File: src/rtl/usb_in_packetizer_pkg.sv
// usb_in_packetizer_pkg
// Shared definitions for the USB IN-endpoint packetizer: the 2-bit FSM state
// encoding, the high-speed bulk maximum packet size and the width used for
// byte counts and committed lengths (wide enough to hold 512 itself).
package usb_in_packetizer_pkg;

  typedef enum logic [1:0] {
    WAIT_RDY = 2'd0,
    FILL     = 2'd1,
    COMMIT   = 2'd2
  } pkt_state_t;

  localparam int USB_MAX_PKT_HS = 512;
  localparam int LEN_W          = 10;

endpackage

File: src/rtl/usb_in_packetizer.sv
// usb_in_packetizer
// Packs an 8-bit byte stream into USB IN endpoint buffer packets. Bytes are
// written one per cycle into the endpoint buffer; a packet is committed when it
// reaches MAX_PKT bytes, when a byte carries s_last, or on flush (a flush with
// nothing buffered commits a zero-length packet).
//
// Optional feature: define USB_IN_TIMEOUT_EN to flush a partial packet after
// TIMEOUT_CYC consecutive idle cycles in FILL.
//
// Ports
//   ext_clk            sole clock, rising edge
//   reset_n            asynchronous active-low reset
//   s_data/s_valid/s_ready/s_last   input byte stream, s_last ends a packet
//   flush              single-cycle request to commit buffered bytes
//   buf_in_addr/buf_in_data/buf_in_wren   endpoint buffer write port
//   buf_in_ready       endpoint buffer is free to be filled
//   buf_in_commit/buf_in_commit_len/buf_in_commit_ack   commit handshake
//   stat_busy          packet in progress or buffer not yet released
module usb_in_packetizer
  import usb_in_packetizer_pkg::*;
#(
  parameter int MAX_PKT     = USB_MAX_PKT_HS,
  parameter int TIMEOUT_CYC = 4096
) (
  input  logic             ext_clk,
  input  logic             reset_n,
  input  logic [7:0]       s_data,
  input  logic             s_valid,
  output logic             s_ready,
  input  logic             s_last,
  input  logic             flush,
  output logic [8:0]       buf_in_addr,
  output logic [7:0]       buf_in_data,
  output logic             buf_in_wren,
  input  logic             buf_in_ready,
  output logic             buf_in_commit,
  output logic [LEN_W-1:0] buf_in_commit_len,
  input  logic             buf_in_commit_ack,
  output logic             stat_busy
);

  pkt_state_t       state;
  pkt_state_t       next_state;
  logic [LEN_W-1:0] count;
  logic             accept;
  logic             close_pkt;
  logic             timeout_hit;

  // State register.
  always_ff @(posedge ext_clk or negedge reset_n) begin
    if (!reset_n) begin
      state <= WAIT_RDY;
    end else begin
      state <= next_state;
    end
  end

  // Next-state and handshake logic. A flush arriving together with an accepted
  // byte closes the packet on that byte, exactly like s_last would.
  always_comb begin
    next_state = state;
    s_ready    = 1'b0;
    accept     = 1'b0;
    close_pkt  = 1'b0;
    case (state)
      WAIT_RDY: begin
        if (buf_in_ready && !buf_in_commit_ack) begin
          next_state = FILL;
        end
      end
      FILL: begin
        s_ready = (count < LEN_W'(MAX_PKT));
        accept  = s_valid && s_ready;
        if (accept) begin
          close_pkt = s_last || flush || (count == LEN_W'(MAX_PKT - 1));
        end else begin
          close_pkt = flush || timeout_hit;
        end
        if (close_pkt) begin
          next_state = COMMIT;
        end
      end
      COMMIT: begin
        if (buf_in_commit && buf_in_commit_ack) begin
          next_state = WAIT_RDY;
        end
      end
      default: begin
        next_state = WAIT_RDY;
      end
    endcase
  end

  // Write port and commit handshake. The write for a byte accepted at one edge
  // is presented for exactly the following cycle. Commit is raised on the first
  // edge spent in COMMIT, so it always trails the final write strobe by a cycle.
  always_ff @(posedge ext_clk or negedge reset_n) begin
    if (!reset_n) begin
      count             <= '0;
      buf_in_addr       <= '0;
      buf_in_data       <= '0;
      buf_in_wren       <= 1'b0;
      buf_in_commit     <= 1'b0;
      buf_in_commit_len <= '0;
    end else begin
      buf_in_wren <= accept;
      if (accept) begin
        buf_in_addr <= count[8:0];
        buf_in_data <= s_data;
        count       <= count + LEN_W'(1);
      end
      if (state == COMMIT) begin
        if (buf_in_commit && buf_in_commit_ack) begin
          buf_in_commit <= 1'b0;
          count         <= '0;
        end else if (!buf_in_commit) begin
          buf_in_commit     <= 1'b1;
          buf_in_commit_len <= count;
        end
      end
    end
  end

  assign stat_busy = (state != WAIT_RDY) || (count != '0);

`ifdef USB_IN_TIMEOUT_EN
  logic [15:0] tmo_cnt;

  // The idle cycle that would bring the count to TIMEOUT_CYC acts as a flush.
  assign timeout_hit = (state == FILL) && (count != '0) && !accept &&
                       (tmo_cnt == 16'(TIMEOUT_CYC - 1));

  // Idle-cycle counter; only runs while a partial packet sits in the buffer.
  always_ff @(posedge ext_clk or negedge reset_n) begin
    if (!reset_n) begin
      tmo_cnt <= '0;
    end else if ((state != FILL) || (count == '0) || accept || timeout_hit) begin
      tmo_cnt <= '0;
    end else begin
      tmo_cnt <= tmo_cnt + 16'd1;
    end
  end
`else
  logic [31:0] unused_timeout_cyc;
  assign unused_timeout_cyc = TIMEOUT_CYC;
  assign timeout_hit        = 1'b0;
`endif

endmodule

File: config.mk
export PLATFORM = sky130hd
export DESIGN_NAME = usb_in_packetizer
export DESIGN_NICKNAME = d
export VERILOG_FILES = /design/src/rtl/usb_in_packetizer_pkg.sv /design/src/rtl/usb_in_packetizer.sv
export SDC_FILE = /design/constraint.sdc
export NUM_CORES = 1
export LEC_CHECK = 0
export CAP_MARGIN = 20
export CORE_ASPECT_RATIO = 1.2
export CORE_MARGIN = 5
export CORE_UTILIZATION = 33
export CTS_CLUSTER_DIAMETER = 200
export DETAILED_ROUTE_END_ITERATION = 10
export PLACE_DENSITY = 0.58
export SYNTH_ARGS = -nofsm -noshare
export SYNTH_HDL_FRONTEND = slang
export SYNTH_SLANG_ARGS = --single-unit
File: constraint.sdc
create_clock -name ext_clk -period 3.15 [get_ports ext_clk]
set_clock_uncertainty 0.05 [all_clocks]
set_input_delay 0.315 -clock ext_clk [delete_from_list [all_inputs] [get_ports ext_clk]]
set_output_delay 0.315 -clock ext_clk [all_outputs]
set_load 0.1 [all_outputs]
==> impl_metrics.json, run 1 <==
{
  "synth_nets": 191,
  "drt-total-wl_um": 3902,
  "grt_max_degree": 42,
  "gp_congestion": 0.7117,
  "post_cts_buffers": 0,
  "root_buffer": "clkbuf_8",
  "drive_gt1_share_pct": 13.18,
  "synth_cell_types": 31,
  "cts_tree": "built",
  "cts_htree_levels": 2,
  "synth_top_family_by_area": "simple AND/OR/NAND/NOR gates",
  "slowest_stage": "clkdlybuf4s50_1",
  "muxShareOfSynthArea_pct": 8.028,
  "netlist_area_mm2": 0.001777,
  "dp_cells": 274,
  "clockBufferDepth": 2,
  "synthSimpleGateAreaFrac_pct": 22.89,
  "antenna_found_initial": 0,
  "clkSinkCount": 41,
  "first_iter_violations": 52,
  "setup_ws_ns": 0.9939,
  "synth-xor-area-share_pct": 0,
  "drc_errors": 0,
  "finalSetupViolCount": 0,
  "initial_core_util_pct": 33.77,
  "rows": 29,
  "overflow": 0,
  "cap_violations": 0,
  "critPathRequiredTime_ns": 2.78,
  "vias": 1372,
  "syn_area_per_cell_um2": 10.21,
  "grt_first_pass_wirelength_um": 6727,
  "yosys.area.top_type": "dfrtp_1",
  "worst_pin_slew_ns": 0.9703,
  "min_period_ns": 2.156,
  "cp_cell_sequence": "clkdlybuf4s50_1",
  "dp_slack_ns": 0.8354,
  "synth_cells": 174,
  "irDropWorstVdd_v": 0.0005199,
  "die_area_mm2": 0.006957,
  "ys_warn_count": 0,
  "ys_top_cells_by_area": "dfrtp_1 (58%), nand2_1 (12%), mux2_2 (6.3%)",
  "rsz0062_at_grt": "no",
  "fmax_ghz": 0.4638,
  "hold_violations": 0,
  "slew_headroom_pct": 35.11,
  "core_area_mm2": 0.005261,
  "outcome": "finished, final reports clean",
  "io_buffer_count": 45,
  "crit_path_start_kind": "register",
  "hold_ws_ns": 0.08960,
  "insertedDiodeCount": 0,
  "leakage_nw": 1.088,
  "holdBufCountCts": 0,
  "cp_max_fo": 2,
  "fin_setup_tns_ns": 0,
  "ys_seq_elements": 41,
  "cts_resized": 0,
  "antenna_left": 0,
  "vias_per_cell": 4.865,
  "end_kind": "output port",
  "wire_per_inst_um": 13.84,
  "cts_buffers": 5,
  "fp.dieW_um": 76.98,
  "placed_area_mm2": 0.002242,
  "ys_seq_area_share_pct": 57.75,
  "synth_top_area_share_pct": 57.75,
  "ios": 46,
  "grt_pass1_vias": 1391,
  "area_growth_pct": 30.70,
  "design_area_mm2": 0.002322,
  "dr.pass1.iters": 4,
  "cp_slowest_stage_delay_ns": 1.14,
  "clk_latency_ns": 0.29,
  "place_hpwl_um": 2675,
  "synth-compound-area-share_pct": 6.408,
  "power.density_mw_per_mm2": 988.4,
  "cp.arrival_ns": 1.79,
  "fin_cells": 282,
  "layout.nets": 236,
  "slew_viol_final": 0,
  "crit_family": "buffers and inverters",
  "synth-adder-area-share_pct": 1.408,
  "critPathKind": "register to output port",
  "die_h_um": 90.38,
  "fin_crit_sh_pct": 68.45,
  "path_clk_slew_ns": 0.08,
  "crit_buf_inv": 1,
  "min_path_type": "primary input to asynchronous set/reset pin",
  "track_usage_pct": 11.95
}
## synthesized netlist by cell type (all sizes together)
cell	n
a211o	1
a21oi	8
and3b	1
buf	4
clkbuf	3
clkinv	1
dfrtp	41
ha	2
inv	7
mux2	10
mux2i	3
nand2	56
nand2b	2
nand3	4
nand4	3
nand4b	1
nand4bb	1
nor2	2
nor3	2
nor3b	2
nor4	3
nor4b	1
o211ai	1
o21a	1
o21ai	7
o31ai	2
or3	2
or4	2
or4b	1
## placed cells by master, fill, tap and decap left out, types with 2 or more instances in the layout
master,count
buf_4,10
nor4_1,3
or3_1,2
ha_1,2
clkbuf_8,5
or4_1,2
nand2_1,56
nand3_1,4
nand2b_1,2
o31ai_1,2
nor3_1,2
clkdlybuf4s50_1,34
o21ai_0,7
a21oi_1,8
inv_1,7
dfrtp_1,41
clkbuf_1,3
nor3b_1,2
nand4_1,3
mux2_2,10
mux2i_1,3
## state kept, by name (all words and copies together) (netlist names)
register / cells
buf_in_addr: 9
buf_in_commit: 1
buf_in_commit_len: 10
buf_in_wren: 1
state: 2
count: 10
buf_in_data: 8
## worst paths after layout
kind,start,end,slack [ns],cells past startpoint
hold / removal,reset_n,buf_in_commit_len[9],0.09,1
max in group asynchronous,reset_n,count[8],2.37,1
min in group ext_clk,buf_in_data[3],buf_in_data[3],0.43,2
setup reg to reg,state[1],count[4],1.08,4
hold reg to reg,buf_in_data[3],buf_in_data[3],0.43,2
setup / recovery,buf_in_addr[8],buf_in_addr[8],0.99,1
## power breakdown
group	switching (W)	internal (W)
clock	0.000174	0.000158
combinational	0.000952	0.000273
sequential	0.000100	0.000639
total	0.00123	0.00107
## metal layers
metal  global-route usage [%]  wire (um)  vias up
met3                    3.892        258        7
met5                        0          0        -
li1                         -          -      677
met4                    4.728         65        0
met2                    18.13       1740       38
met1                    15.71       1837      650
## metrics by stage
stage	total power [W]	util [%]
floorplan	0.001701	-
global placement	0.001977	42.62
detailed placement	0.001988	42.62
CTS	0.002322	44.14
global route	0.002403	44.14
finish	0.002295	44.14
## cells by family (layout without fill, tap and decap cells)
| group | count (synthesis) | count (layout) |
|---|---|---|
| AND/OR/NAND/NOR | 83 | 83 |
| flip-flops | 41 | 41 |
| AO/OA/AOI/OAI | 20 | 20 |
| multiplexers | 13 | 13 |
| buffers and inverters | 15 | 61 |
| adder cells (fa/ha/maj) | 2 | 2 |
## cell type report
type	instances	area, um2
clock buffer	8	80.08
fill	491	2939
inverter	8	30.03
multi-input combinational	118	688.2
sequential	41	1026
tap	62	77.57
timing repair buffer	45	420.4
(Power assumes the default switching activity.)
==> inputs of run 2 (changes only) <==
==> constraint.sdc (replaced) <==
create_clock -name ext_clk -period 2 [get_ports ext_clk]
set_clock_uncertainty 0.05 [all_clocks]
set_input_delay 0.2 -clock ext_clk [delete_from_list [all_inputs] [get_ports ext_clk]]
set_output_delay 0.2 -clock ext_clk [all_outputs]
set_load 0.1 [all_outputs]
==> run 2 against run 1 <==
Net effect: non-clock buffer count up 6; highest routed layer unchanged; clock power grew 78%; sequential power is 58% higher; setup slack got worse by 0.84 ns; cell count grew 2.1%; sequential share of layout area shrank 0.98 points; combinational power increased by 65%; critical path depth is 4 higher; sequential cell count stayed put.
==> impl_metrics.json, run 2 (same netlist as run 1, synthesis figures left out) <==
{
  "vias": 1401,
  "min_period_ns": 1.850,
  "rows": 29,
  "dr.pass1.iters": 4,
  "overflow": 0,
  "finalSetupViolCount": 0,
  "grt_first_pass_wirelength_um": 6810,
  "core_area_mm2": 0.005261,
  "drive_gt1_share_pct": 26.55,
  "clockBufferDepth": 2,
  "fin_setup_tns_ns": 0,
  "ios": 46,
  "layout.nets": 242,
  "slew_viol_final": 0,
  "post_cts_buffers": 0,
  "fp.dieW_um": 76.98,
  "crit_path_start_kind": "register",
  "r2r-start": "state[1]",
  "slew_headroom_pct": 65.12,
  "crit_family": "flip-flops",
  "worst_r2r_endpoint": "count[7]",
  "outcome": "finished, final reports clean",
  "first_iter_violations": 56,
  "cts_tree": "built",
  "cp_cell_sequence": "inv_1 > ha_1 > nor4b_2 > nand3_1 > buf_12",
  "worst_pin_slew_ns": 0.5232,
  "insertedDiodeCount": 0,
  "cp_max_fo": 5,
  "power.density_mw_per_mm2": 1587,
  "cp.arrival_ns": 1.60,
  "cp_slowest_stage_delay_ns": 0.43,
  "fin_crit_sh_pct": 92.51,
  "final_cell_mix": "nand2_1 (56), dfrtp_1 (41), buf_4 (34)",
  "design_area_mm2": 0.002375,
  "rsz0062_at_grt": "no",
  "grt_pass1_vias": 1407,
  "clkSinkCount": 41,
  "n_fill_cell": 525,
  "antenna_found_initial": 0,
  "cts_buffers": 5,
  "leakage_nw": 1.183,
  "largest_registers": "buf_in_commit_len: 10 flops, count: 10 flops, buf_in_addr: 9 flops",
  "critPathKind": "register to output port",
  "gp_congestion": 0.7582,
  "die_area_mm2": 0.006957,
  "end_kind": "output port",
  "r2r.worst_path.cells": 3,
  "dp_cells": 279,
  "drc_errors": 0,
  "io_buffer_count": 45,
  "cap_violations": 0,
  "drt-total-wl_um": 4007,
  "worstHoldPathCells": 3,
  "fmax_ghz": 0.5405,
  "critPathRequiredTime_ns": 1.75,
  "path_clk_slew_ns": 0.08,
  "grt_max_degree": 42,
  "vias_per_cell": 4.865,
  "area_growth_pct": 33.66,
  "irDropWorstVdd_v": 0.0006718,
  "cts_htree_levels": 2,
  "slowest_stage": "dfrtp_1",
  "crit_buf_inv": 2,
  "hold_violations": 0,
  "placed_area_mm2": 0.002257,
  "initial_core_util_pct": 33.77,
  "wire_per_inst_um": 13.91,
  "place_hpwl_um": 2837,
  "mostFrequentLayoutCell": "nand2_1",
  "min_to": "buf_in_data[5]",
  "fin_cells": 288,
  "clk_latency_ns": 0.29,
  "die_h_um": 90.38,
  "hp-start": "s_data[5]",
  "antenna_left": 0,
  "track_usage_pct": 11.93,
  "min_path_type": "primary input to register",
  "r2r_setup_slack_ns": 0.33,
  "root_buffer": "clkbuf_8"
}
==> run 2: power breakdown <==
part / total [W] / internal, W / switching (W)
Sequential: 0.00117 / 0.00101 / 0.000161
Clock: 0.000590 / 0.000312 / 0.000278
Combinational: 0.00201 / 0.000491 / 0.00152
==> run 2: what timing repair did <==
| action | 4_1_cts | 5_1_grt |
|---|---|---|
| hold buffers | 1 | 0 |
| gates resized for setup | 0 | 1 |
| endpoints found under the setup margin | 0 | 1 |
| hold endpoints to repair | 41 | 0 |
==> run 2: cell type report <==
type                       instances  area (um2)  share of cell area (%)
sequential                        41        1026                   43.20
multi-input combinational        118       699.4                   29.45
timing repair buffer              51       440.4                   18.55
clock buffer                       7       96.34                   4.057
tap                               62       77.57                   3.267
inverter                           8       30.03                   1.264
clock inverter                     1       5.005                  0.2107
==> run 2: worst max path at each step <==
stage	start	end	slack (ns)	cells after the start
3_3_place_gp	s_valid	count[6]	0.21	4
4_1_cts	count[0]	stat_busy	0.009	5
5_1_grt	count[0]	stat_busy	0.05	5
2_1_floorplan	state[0]	s_ready	0.08	1
3_5_place_dp	s_valid	count[6]	0.19	4
6_report	count[0]	stat_busy	0.15	5
==> run 2: metrics by stage <==
| step | utilization, % | setup WS, ns | total power, W | hold slack [ns] |
|---|---|---|---|---|
| 6_report | 45.14 | 0.1498 | 0.003770 | 0.3847 |
| 5_1_grt | 45.14 | 0.05174 | 0.003950 | 0.3982 |
| 4_1_cts | 45.02 | 0.009096 | 0.003808 | 0.3823 |
| 3_5_place_dp | 42.90 | 0.1862 | 0.003213 | 0.2495 |
| 3_3_place_gp | 42.90 | 0.2124 | 0.003201 | 0.2509 |
| 2_1_floorplan | - | 0.08011 | 0.002683 | -0.1456 |
==> run 2: layer usage <==
metal  share of wire (%)  global-route usage, %  up-vias
met5                   0                      0        -
met4                 2.0                  6.017        0
met3                 6.5                  3.493        6
met2                  47                  18.13       42
met1                  44                  15.36      660
li1                    -                      -      693
==> run 2: worst reg2reg max path, cell delays in order, from the launching register on <==
cell and delay [ns]:
dfrtp_1 0.47, nand4bb_4 0.38, or4_1 0.56, a21oi_1 0.15
==> inputs of run 3 (changes only) <==
--- a/config.mk
+++ b/config.mk
@@ -10,6 +10,7 @@
 export CORE_MARGIN = 5
 export CORE_UTILIZATION = 33
 export CTS_CLUSTER_DIAMETER = 200
+export CTS_CLUSTER_SIZE = 30
 export DETAILED_ROUTE_END_ITERATION = 10
 export PLACE_DENSITY = 0.58
 export SYNTH_ARGS = -nofsm -noshare
==> results of run 3 <==
No change in the layout: final DEF, timing and power equal those of run 2.
